**src/rtl/alu_pkg.sv**
```systemverilog
// Shared types and encodings for the ALU issue path.
// The datapath constants below are the defaults for every module that imports this package.
package alu_pkg;

    localparam int XLEN   = 32;
    localparam int REG_AW = 5;
    localparam int IMM_W  = 16;

    typedef enum logic [3:0] {
        ALU_RTYPE  = 4'b0000,
        ALU_ADDI   = 4'b0001,
        ALU_ANDI   = 4'b0010,
        ALU_ORI    = 4'b0011,
        ALU_XORI   = 4'b0100,
        ALU_SLTI   = 4'b0101,
        ALU_SLTIU  = 4'b0110,
        ALU_LUI    = 4'b0111,
        ALU_MEM    = 4'b1000,
        ALU_BRANCH = 4'b1001
    } alu_op_e;

    typedef enum logic [5:0] {
        FN_ADD = 6'b000000,
        FN_SUB = 6'b000001,
        FN_AND = 6'b000010,
        FN_OR  = 6'b000011,
        FN_XOR = 6'b000100,
        FN_SLL = 6'b000101,
        FN_SRL = 6'b000110,
        FN_SRA = 6'b000111,
        FN_SLT = 6'b001000
    } alu_func_e;

    typedef struct packed {
        logic [3:0]        aluop;
        logic [5:0]        func;
        logic [XLEN-1:0]   inp1;
        logic [XLEN-1:0]   inp2;
        logic [REG_AW-1:0] rs1;
        logic [REG_AW-1:0] rs2;
        logic              use_imm;
        logic [REG_AW-1:0] rd;
        logic              reg_write;
    } issue_entry_t;

    function automatic logic [XLEN-1:0] sext_imm(input logic [IMM_W-1:0] imm);
        return {{(XLEN-IMM_W){imm[IMM_W-1]}}, imm};
    endfunction

endpackage

```
**src/rtl/alu_operand_fwd.sv**
```systemverilog
// Combinational match/replace of one operand from the result bus; built only with ALU_FWD_EN.
// Zero latency, no state; index 0 never matches since it is the hardwired zero register.
`ifdef ALU_FWD_EN
module alu_operand_fwd
    import alu_pkg::*;
#(
    parameter int W  = XLEN,
    parameter int AW = REG_AW
) (
    input  logic          enable,
    input  logic [AW-1:0] rs,
    input  logic [W-1:0]  data_in,
    input  logic          fwd_valid,
    input  logic [AW-1:0] fwd_rd,
    input  logic [W-1:0]  fwd_data,
    output logic [W-1:0]  data_out
);

    logic hit;

    assign hit      = enable && fwd_valid && (fwd_rd != '0) && (fwd_rd == rs);
    assign data_out = hit ? fwd_data : data_in;

endmodule
`endif

```
**src/rtl/alu_issue_stage.sv**
```systemverilog
// ALU issue stage: two-slot skid buffer (main + skid), 1-cycle accept-to-out_valid, full rate under
// backpressure; in_ready depends only on skid occupancy. Operand forwarding is enabled by ALU_FWD_EN.
module alu_issue_stage #(
    parameter int XLEN   = alu_pkg::XLEN,
    parameter int REG_AW = alu_pkg::REG_AW,
    parameter int IMM_W  = alu_pkg::IMM_W
) (
    input  logic              clk,
    input  logic              reset,
    input  logic              in_valid,
    output logic              in_ready,
    input  logic [3:0]        in_aluop,
    input  logic [5:0]        in_func,
    input  logic [REG_AW-1:0] in_rs1,
    input  logic [XLEN-1:0]   in_rs1_data,
    input  logic [REG_AW-1:0] in_rs2,
    input  logic [XLEN-1:0]   in_rs2_data,
    input  logic [IMM_W-1:0]  in_imm,
    input  logic              in_use_imm,
    input  logic [REG_AW-1:0] in_rd,
    input  logic              in_reg_write,
    input  logic              flush,
    input  logic              fwd_valid,
    input  logic [REG_AW-1:0] fwd_rd,
    input  logic [XLEN-1:0]   fwd_data,
    output logic              out_valid,
    input  logic              out_ready,
    output logic [XLEN-1:0]   out_inp1,
    output logic [XLEN-1:0]   out_inp2,
    output logic [3:0]        out_aluop,
    output logic [5:0]        out_func,
    output logic [REG_AW-1:0] out_rd,
    output logic              out_reg_write
);

    import alu_pkg::*;

    issue_entry_t    main_q, skid_q;
    issue_entry_t    in_entry, main_cur, skid_cur;
    logic            main_vld, skid_vld;
    logic            accept, fire;
    logic [XLEN-1:0] rs1_sel, rs2_sel;
    logic [XLEN-1:0] main_inp1_f, main_inp2_f, skid_inp1_f, skid_inp2_f;

    assign in_ready = !skid_vld;
    assign accept   = in_valid && in_ready;
    assign fire     = main_vld && out_ready;

`ifdef ALU_FWD_EN
    alu_operand_fwd #(.W(XLEN), .AW(REG_AW)) u_cap_rs1 (
        .enable(1'b1), .rs(in_rs1), .data_in(in_rs1_data),
        .fwd_valid(fwd_valid), .fwd_rd(fwd_rd), .fwd_data(fwd_data), .data_out(rs1_sel)
    );
    alu_operand_fwd #(.W(XLEN), .AW(REG_AW)) u_cap_rs2 (
        .enable(!in_use_imm), .rs(in_rs2), .data_in(in_rs2_data),
        .fwd_valid(fwd_valid), .fwd_rd(fwd_rd), .fwd_data(fwd_data), .data_out(rs2_sel)
    );
    alu_operand_fwd #(.W(XLEN), .AW(REG_AW)) u_main_rs1 (
        .enable(1'b1), .rs(main_q.rs1), .data_in(main_q.inp1),
        .fwd_valid(fwd_valid), .fwd_rd(fwd_rd), .fwd_data(fwd_data), .data_out(main_inp1_f)
    );
    alu_operand_fwd #(.W(XLEN), .AW(REG_AW)) u_main_rs2 (
        .enable(!main_q.use_imm), .rs(main_q.rs2), .data_in(main_q.inp2),
        .fwd_valid(fwd_valid), .fwd_rd(fwd_rd), .fwd_data(fwd_data), .data_out(main_inp2_f)
    );
    alu_operand_fwd #(.W(XLEN), .AW(REG_AW)) u_skid_rs1 (
        .enable(1'b1), .rs(skid_q.rs1), .data_in(skid_q.inp1),
        .fwd_valid(fwd_valid), .fwd_rd(fwd_rd), .fwd_data(fwd_data), .data_out(skid_inp1_f)
    );
    alu_operand_fwd #(.W(XLEN), .AW(REG_AW)) u_skid_rs2 (
        .enable(!skid_q.use_imm), .rs(skid_q.rs2), .data_in(skid_q.inp2),
        .fwd_valid(fwd_valid), .fwd_rd(fwd_rd), .fwd_data(fwd_data), .data_out(skid_inp2_f)
    );
`else
    logic unused_fwd;

    assign unused_fwd  = ^{fwd_valid, fwd_rd, fwd_data, in_rs1, in_rs2};
    assign rs1_sel     = in_rs1_data;
    assign rs2_sel     = in_rs2_data;
    assign main_inp1_f = main_q.inp1;
    assign main_inp2_f = main_q.inp2;
    assign skid_inp1_f = skid_q.inp1;
    assign skid_inp2_f = skid_q.inp2;
`endif

    always_comb begin
        in_entry           = '0;
        in_entry.aluop     = in_aluop;
        in_entry.func      = in_func;
        in_entry.inp1      = rs1_sel;
        in_entry.inp2      = in_use_imm ? sext_imm(in_imm) : rs2_sel;
        in_entry.use_imm   = in_use_imm;
        in_entry.rd        = in_rd;
        in_entry.reg_write = in_reg_write;
`ifdef ALU_FWD_EN
        in_entry.rs1       = in_rs1;
        in_entry.rs2       = in_rs2;
`endif
    end

    // Held entries as they would look after this cycle's result-bus snoop.
    always_comb begin
        main_cur      = main_q;
        main_cur.inp1 = main_inp1_f;
        main_cur.inp2 = main_inp2_f;
        skid_cur      = skid_q;
        skid_cur.inp1 = skid_inp1_f;
        skid_cur.inp2 = skid_inp2_f;
    end

    // An occupied skid forces in_ready low, so a skid->main move never coincides with an accept.
    always_ff @(posedge clk or posedge reset) begin
        if (reset) begin
            main_vld <= 1'b0;
            skid_vld <= 1'b0;
            main_q   <= '0;
            skid_q   <= '0;
        end else if (flush) begin
            main_vld <= 1'b0;
            skid_vld <= 1'b0;
        end else if (!main_vld || fire) begin
            if (skid_vld) begin
                main_q   <= skid_cur;
                main_vld <= 1'b1;
                skid_vld <= 1'b0;
            end else begin
                main_vld <= accept;
                if (accept) begin
                    main_q <= in_entry;
                end
            end
        end else begin
            main_q <= main_cur;
            if (accept) begin
                skid_q   <= in_entry;
                skid_vld <= 1'b1;
            end else begin
                skid_q   <= skid_cur;
            end
        end
    end

    assign out_valid     = main_vld;
    assign out_inp1      = main_q.inp1;
    assign out_inp2      = main_q.inp2;
    assign out_aluop     = main_q.aluop;
    assign out_func      = main_q.func;
    assign out_rd        = main_q.rd;
    assign out_reg_write = main_q.reg_write;

endmodule
```
**config.mk**
```make
export PLATFORM = sky130hd
export DESIGN_NAME = alu_issue_stage
export DESIGN_NICKNAME = d
export VERILOG_FILES = /design/src/rtl/alu_pkg.sv /design/src/rtl/alu_operand_fwd.sv /design/src/rtl/alu_issue_stage.sv
export SDC_FILE = /design/constraint.sdc
export NUM_CORES = 1
export LEC_CHECK = 0
export CORE_UTILIZATION = 49
export CTS_BUF_LIST = sky130_fd_sc_hd__clkbuf_4
export DETAILED_ROUTE_END_ITERATION = 8
export GPL_TIMING_DRIVEN = 0
export MAX_ROUTING_LAYER = met4
export PLACE_DENSITY = 0.83
export SLEW_MARGIN = 20
export SYNTH_ARGS = -nofsm -noshare
export SYNTH_HDL_FRONTEND = slang
export SYNTH_HIERARCHICAL = 1
export SYNTH_SLANG_ARGS = --single-unit
```
**constraint.sdc**
```tcl
create_clock -name clk -period 7.1 [get_ports clk]
set_clock_uncertainty 0.2 [all_clocks]
set_input_delay 1.42 -clock clk [delete_from_list [all_inputs] [get_ports clk]]
set_output_delay 1.42 -clock clk [all_outputs]
set_load 0.05 [all_outputs]
```
## After elaboration in Yosys (flattened, before gate mapping)

Cells that the tools add are included.

- Bits in registers: 163
- Logic and storage cells: 36

- Mux-type cells: 9
- Bitwise logic cells: 2
- Reduce and logical (&&, ||, !) cells: 10

Operators with widths:

| operator | number |
|---|---|
| 91-bit two-way mux | 2 |
| 32-bit two-way mux | 1 |
| 1-bit two-way mux | 6 |
| 3-bit AND reduction | 2 |
| 2-bit nonzero test | 2 |
| 3-bit nonzero test | 1 |
| 1-bit logical AND | 2 |
| 1-bit logical NOT | 2 |
| 1-bit NOT | 2 |
| 1-bit logical OR | 1 |

## Depth between registers and ports, before layout

Gate-level depths: netlist of run 1.

- Depth in word-level cells: 5
- Gate-level depth with buffers: 6
- Mapped depth without buffers: 3

## Least setup slack after synthesis of run 1

Ideal clock, no wire load.

- Kind: input-to-reg
- From: input port in_use_imm
- To: register skid_q, in the netlist skid_inp2_f[0]
- Library setup time: 0.125 ns
- Data arrival time: 2.412 ns
- Required time: 6.775 ns
- Slack: 4.363 ns
- Stages: 4
- Buffers on the path: 2
- Path through: clkbuf_1 buf_2 mux2_2 mux2_4

- Word-level cells in the longest chain between the ends: 1

RTL lines:

| element | line | RTL |
|---|---|---|
| from (decl) | alu_issue_stage.sv:19 | `input logic in_use_imm,` |
| 32-bit two-way mux | alu_issue_stage.sv:91 | `in_entry.inp2 = in_use_imm ? sext_imm(in_imm) : rs2_sel;` |
| to (signal assigned) | alu_issue_stage.sv:135 | `skid_q <= in_entry;` |
| to (signal assigned) | alu_issue_stage.sv:138 | `skid_q <= skid_cur;` |
| to (decl) | alu_issue_stage.sv:38 | `issue_entry_t main_q, skid_q;` |

No other way between the ends.
A chain may end at the register's enable or synchronous reset.

## Final worst setup path of run 1

- From: register skid_vld
- To: output port in_ready

- Word-level cells in the longest chain between the ends: 1

RTL lines:

| element | line | RTL |
|---|---|---|
| from (decl) | alu_issue_stage.sv:40 | `logic main_vld, skid_vld;` |
| from (signal assigned) | alu_issue_stage.sv:115 | `skid_vld <= 1'b0;` |
| from (signal assigned) | alu_issue_stage.sv:120 | `skid_vld <= 1'b0;` |
| from (signal assigned) | alu_issue_stage.sv:125 | `skid_vld <= 1'b0;` |
| 1-bit logical NOT | alu_issue_stage.sv:45 | `assign in_ready = !skid_vld;` |
| to (decl) | alu_issue_stage.sv:11 | `output logic in_ready,` |

No other way between the ends.

==> flow_summary_export.csv, run 1 <==
group,metric,value,unit
min_path,min_path_type,"register to register",
power,powerDensity,271,nW/um^2
worst_setup_path,worstPathRequired,5480,ps
synth,synth_warnings,6,
finish,area_growth_syn_to_layout,31.7,%
synth,synthSimpleGateAreaFrac,0.694,%
sta,worstMarginPinSlew,577,ps
sta,slew-limit-headroom,61.4,%
floorplanning,core,15100,um^2
worst_setup_path,crit_buf_inv,4,
sta,hold_viol,0,
floorplanning,rows,45,
synth,ys_ff_latch,162,
synth,netlist.area_leader.share,53.5,%
synth,ys_top_cells_by_area,"dfrtp_1, mux2_4, mux2i_1, o21ai_0, o21ai_1",
finish,layout-drive-gt1-share,22.4,%
sta,setup_tns,0,ps
worst_setup_path,path_class,"register to output pin",
worst_setup_path,slowest_delay,870,ps
floorplanning,die_y,126,um
route,wl_per_cell,19.0,um
finish,final_cells,975,
route,dr.first_iter.drc_count,333,
power,power.total,2.70,mW
clocking,cts_num_sinks,162,
clocking,clockBufferDepth,2,
clocking,cts-root-buf,"clkbuf_4",
finish,finalNetCount,924,
worst_setup_path,cp_slowest_cell,"clkdlybuf4s50_1",
worst_setup_path,path_max_fanout,10,
outcome,status,"finished clean",
synth,synth.area.mux_share,31.2,%
synth,synth_top_family_by_area,"multiplexers",
synth,synthCells,572,
clocking,cts_setup_buffers,0,
placed_design,place_hpwl,12700,um
sta,period_share,57.4,%
route,ant_nets,0,
placed_design,pre_cts_slack,3600,ps
clocking,h-tree-depth,4,
floorplanning,die_w,126,um
synth,synth_area,7570,um^2
sta,setup_slack,3030,ps
clocking,hold_buffers,0,
clocking,cts-resized-gates,0,
sta,grt_setup_unrepaired,"false",
flow_run,maxCapViolations,0,
worst_setup_path,start_kind,"register",
clocking,worstSkewPairLatency,560,ps
synth,synth_compound_area_share,10.8,%
clocking,clk_pin_slew_worst_paths,120,ps
worst_setup_path,arrival,2450,ps
floorplanning,io_pins,232,
placed_design,gp_congestion,0.828,
sta,period_minus_slack,4070,ps
synth,synth_adder_area_share,0,%
route,vias_per_cell,5.51,
grt,gr-total-overflow,0,
placed_design,placed_area,9660,um^2
placed_design,dp.cells,943,
route,routed_wl,18500,um
grt,grt_max_degree,93,
synth,avgSynthCellArea,13.2,um^2
grt,grt_pass1_wl,30700,um
power,leakage,4.54,nW
synth,synthXorXnorAreaFrac,0,%
finish,post-route-cell-area,9970,um^2
power,ir_drop,0.137,mV
route,num_vias,5374,
synth,synth_cell_types,21,
placed_design,io_buffer_count,182,
sta,finalSetupViolations,0,
clocking,numCtsBuffers,17,
synth,syn_nets,722,
finish,final_util,65.8,%
floorplanning,die_area,16000,um^2
worst_setup_path,cp_top_family,"buffers and inverters",
sta,fin_hold_ws,321,ps
finish,fillers,1108,
grt,grt_pass1_vias,5922,
worst_setup_path,crit_chain,"buf_4 -> inv_2 -> buf_2 -> clkdlybuf4s50_1",
grt,antenna_found_initial,0,
grt,track_usage,25.4,%
floorplanning,start_util,50.0,%
sta,slew_viol_final,0,
clocking,cts_tree,"yes",
route,drt_drc_violations_left,0,
sta,fmax,0.246,GHz
worst_setup_path,endpoint_kind,"output pin",
finish,diodes,0,
synth,synth_top_cell_by_area,"dfrtp_1",
route,drtPass1Iterations,6,
synth,synth-seq-area-share,53.5,%
[cells in the final DEF (no fill, tap or decap), types with 2 or more instances in the layout]
master           instances
clkdlybuf4s50_1        182
dfrtp_1                162
mux2_4                  80
mux2i_1                 80
o21ai_0                 80
o21ai_1                 80
mux2_2                  31
buf_2                   19
clkbuf_4                19
clkbuf_1                18
buf_6                    8
clkinv_2                 4
bufinv_16                4
buf_4                    3
clkinv_1                 3
clkinvlp_4               2
[cell families (layout without fill, tap and decap cells)]
family / count (synthesis) / count (layout)
AND/OR/NAND/NOR: 7 / 7
multiplexers: 192 / 192
AO/OA/AOI/OAI: 161 / 161
flip-flops: 162 / 162
buffers and inverters: 50 / 265
[cell usage after synthesis (all sizes together)]
cell	count
dfrtp	162
o21ai	160
mux2	112
mux2i	80
buf	30
clkbuf	18
inv	2
nor2	2
nand3	1
nor2b	1
nor3	1
nor3b	1
o21bai	1
or2	1
[state kept, by name (all words and copies together), names as in the netlist, 4 cells and up]
| signal | cells |
|---|---|
| out_inp1 | 32 |
| out_inp2 | 32 |
| skid_inp1_f | 32 |
| skid_inp2_f | 32 |
| skid_cur | 16 |
| out_func | 6 |
| out_rd | 5 |
| out_aluop | 4 |
[area by class of cell]
type / instances / area, um^2 / area share (%)
sequential: 162 / 4050 / 40.7
tap: 188 / 235 / 2.36
timing repair buffer: 183 / 1850 / 18.5
clock inverter: 13 / 166 / 1.67
multi-input combinational: 360 / 3230 / 32.4
inverter: 2 / 15.0 / 0.151
buffer: 48 / 275 / 2.76
clock buffer: 19 / 143 / 1.43
[where the power goes]
group | switching, mW | internal, mW
Clock | 0.317 | 0.281
Combinational | 0.467 | 0.403
Sequential | 0.116 | 1.12
[routing by layer]
layer | global-route usage, % | wire, um | vias up | part of all wire, %
met5 | - | 0 | - | 0
met4 | 7.87 | 324 | 0 | 1.8
met3 | 7.63 | 1230 | 31 | 6.6
met2 | 40.0 | 8880 | 179 | 48
met1 | 31.6 | 8060 | 2705 | 44
li1 | - | - | 2459 | -
[path summary, 6_finish.rpt]
kind / to / slack (ps) / from / cells after the start
min in group asynchronous: out_inp1[18] / 1100 / reset / 2
worst max register to register: out_inp1[23] / 5130 / skid_vld / 6
max in group asynchronous: out_inp2[5] / 4790 / reset / 3
worst min-delay path: skid_inp2_f[2] / 320 / skid_inp2_f[2] / 1
worst max-delay path: in_ready / 3030 / skid_vld / 4
worst min register to register: skid_inp2_f[2] / 320 / skid_inp2_f[2] / 1
(Power assumes the default switching activity.)
==> run 2, diff against run 1 <==
- clock period: 7.1 -> 3.8 ns (I/O delays scaled with it)
==> flow_summary_export.csv, run 2 (synthesized netlist as in run 1, its figures left out) <==
group,metric,value,unit
placed_design,io_buffer_count,182,
worst_setup_path,worstPathRequired,2840,ps
clocking,clockBufferDepth,2,
clocking,numCtsBuffers,17,
floorplanning,start_util,50.0,%
clocking,cts_tree,"yes",
finish,mostFrequentLayoutCell,"clkdlybuf4s50_1",
placed_design,pre_cts_slack,968,ps
worst_setup_path,endpoint_kind,"output pin",
min_path,min_path_type,"input port to asynchronous set/reset pin",
finish,fillers,1078,
floorplanning,rows,45,
finish,post-route-cell-area,9980,um^2
power,power.total,4.88,mW
sta,hold_viol,0,
sta,grt_setup_unrepaired,"false",
grt,gr-total-overflow,0,
sta,fmax,0.292,GHz
outcome,status,"finished clean",
grt,grt_max_degree,36,
grt,track_usage,25.3,%
worst_setup_path,path_max_fanout,10,
clocking,cts-resized-gates,0,
finish,final_cell_mix,"clkdlybuf4s50_1, dfrtp_1",
finish,diodes,0,
clocking,cts_setup_buffers,0,
route,wl_per_cell,19.2,um
clocking,cts_num_sinks,162,
worst_setup_path,rrSetupSlack,1800,ps
power,ir_drop,0.260,mV
worst_setup_path,path_class,"register to output pin",
sta,period_minus_slack,3430,ps
finish,final_util,65.9,%
clocking,hold_buffers,0,
worst_setup_path,start_kind,"register",
flow_run,maxCapViolations,0,
finish,layout-drive-gt1-share,22.5,%
floorplanning,core,15100,um^2
route,drt_drc_violations_left,0,
placed_design,place_hpwl,13300,um
grt,grt_pass1_wl,30300,um
floorplanning,io_pins,232,
worst_setup_path,arrival,2470,ps
grt,antenna_found_initial,0,
placed_design,placed_area,9740,um^2
sta,slew_viol_final,0,
sta,period_share,90.2,%
route,routed_wl,18800,um
worst_setup_path,reg2reg_depth,6,
floorplanning,die_w,126,um
clocking,h-tree-depth,4,
floorplanning,die_y,126,um
clocking,worstSkewPairLatency,560,ps
finish,finalNetCount,928,
power,powerDensity,489,nW/um^2
sta,setup_slack,373,ps
route,vias_per_cell,5.53,
placed_design,gp_congestion,0.800,
route,drtPass1Iterations,4,
clocking,cts-root-buf,"clkbuf_4",
grt,grt_pass1_vias,5831,
power,leakage,4.53,nW
sta,finalSetupViolations,0,
sta,setup_tns,0,ps
sta,slew-limit-headroom,62.4,%
route,dr.first_iter.drc_count,374,
finish,area_growth_syn_to_layout,31.8,%
route,ant_nets,0,
clocking,clk_pin_slew_worst_paths,140,ps
floorplanning,die_area,16000,um^2
sta,worstMarginPinSlew,562,ps
route,num_vias,5417,
[run 2: changes by cell type in the layout (fill, tap and decap cells not counted)]
cell        change
buf_12          +4
bufinv_16       -3
inv_6           +3
clkinv_1        +2
clkinvlp_4      +3
clkinv_2        -2
inv_8           -1
clkbuf_4        -2
[run 2: final timing paths]
kind,from,end
worst max-delay path,skid_vld,in_ready
worst min-delay path,reset,skid_inp2_f[5]
worst max register to register,skid_vld,out_inp2[21]
worst min register to register,skid_inp1_f[14],skid_inp1_f[14]
max in group asynchronous,reset,skid_inp1_f[11]
min in group clk,skid_inp1_f[14],skid_inp1_f[14]
[run 2: cell type report]
cell class	count	area, um^2	area share [%]
sequential	162	4050	40.6
timing repair buffer	187	1930	19.3
tap	188	235	2.36
clock inverter	15	115	1.15
multi-input combinational	360	3230	32.4
clock buffer	17	128	1.28
inverter	2	11.3	0.113
buffer	48	275	2.76
[run 2: report_power, final]
group	switching, mW	internal (mW)
registers	0.222	2.09
clock network	0.619	0.316
logic	0.876	0.760
total	1.72	3.16
[run 2: stage by stage]
step | instances | hold slack [ps]
finish | 979 | 296
global route | 979 | 290
CTS | 979 | 273
detailed placement | 947 | 293
global placement | 942 | 291
floorplan | 572 | 281
[run 2: per-layer routing]
| metal | track usage (%) | routed length (um) | share of wire [%] | vias up |
|---|---|---|---|---|
| met3 | 6.71 | 1020 | 5.4 | 23 |
| met1 | 31.0 | 8150 | 43 | 2751 |
| met4 | 7.30 | 257 | 1.4 | 0 |
| met2 | 41.2 | 9340 | 50 | 171 |
| met5 | - | 0 | 0 | - |
| li1 | - | - | - | 2472 |
[run 2: critical path, cell delays in order (launching register included)]
cell	delay, ps
dfrtp_1	380
buf_4	170
inv_2	140
buf_2	330
clkdlybuf4s50_1	880
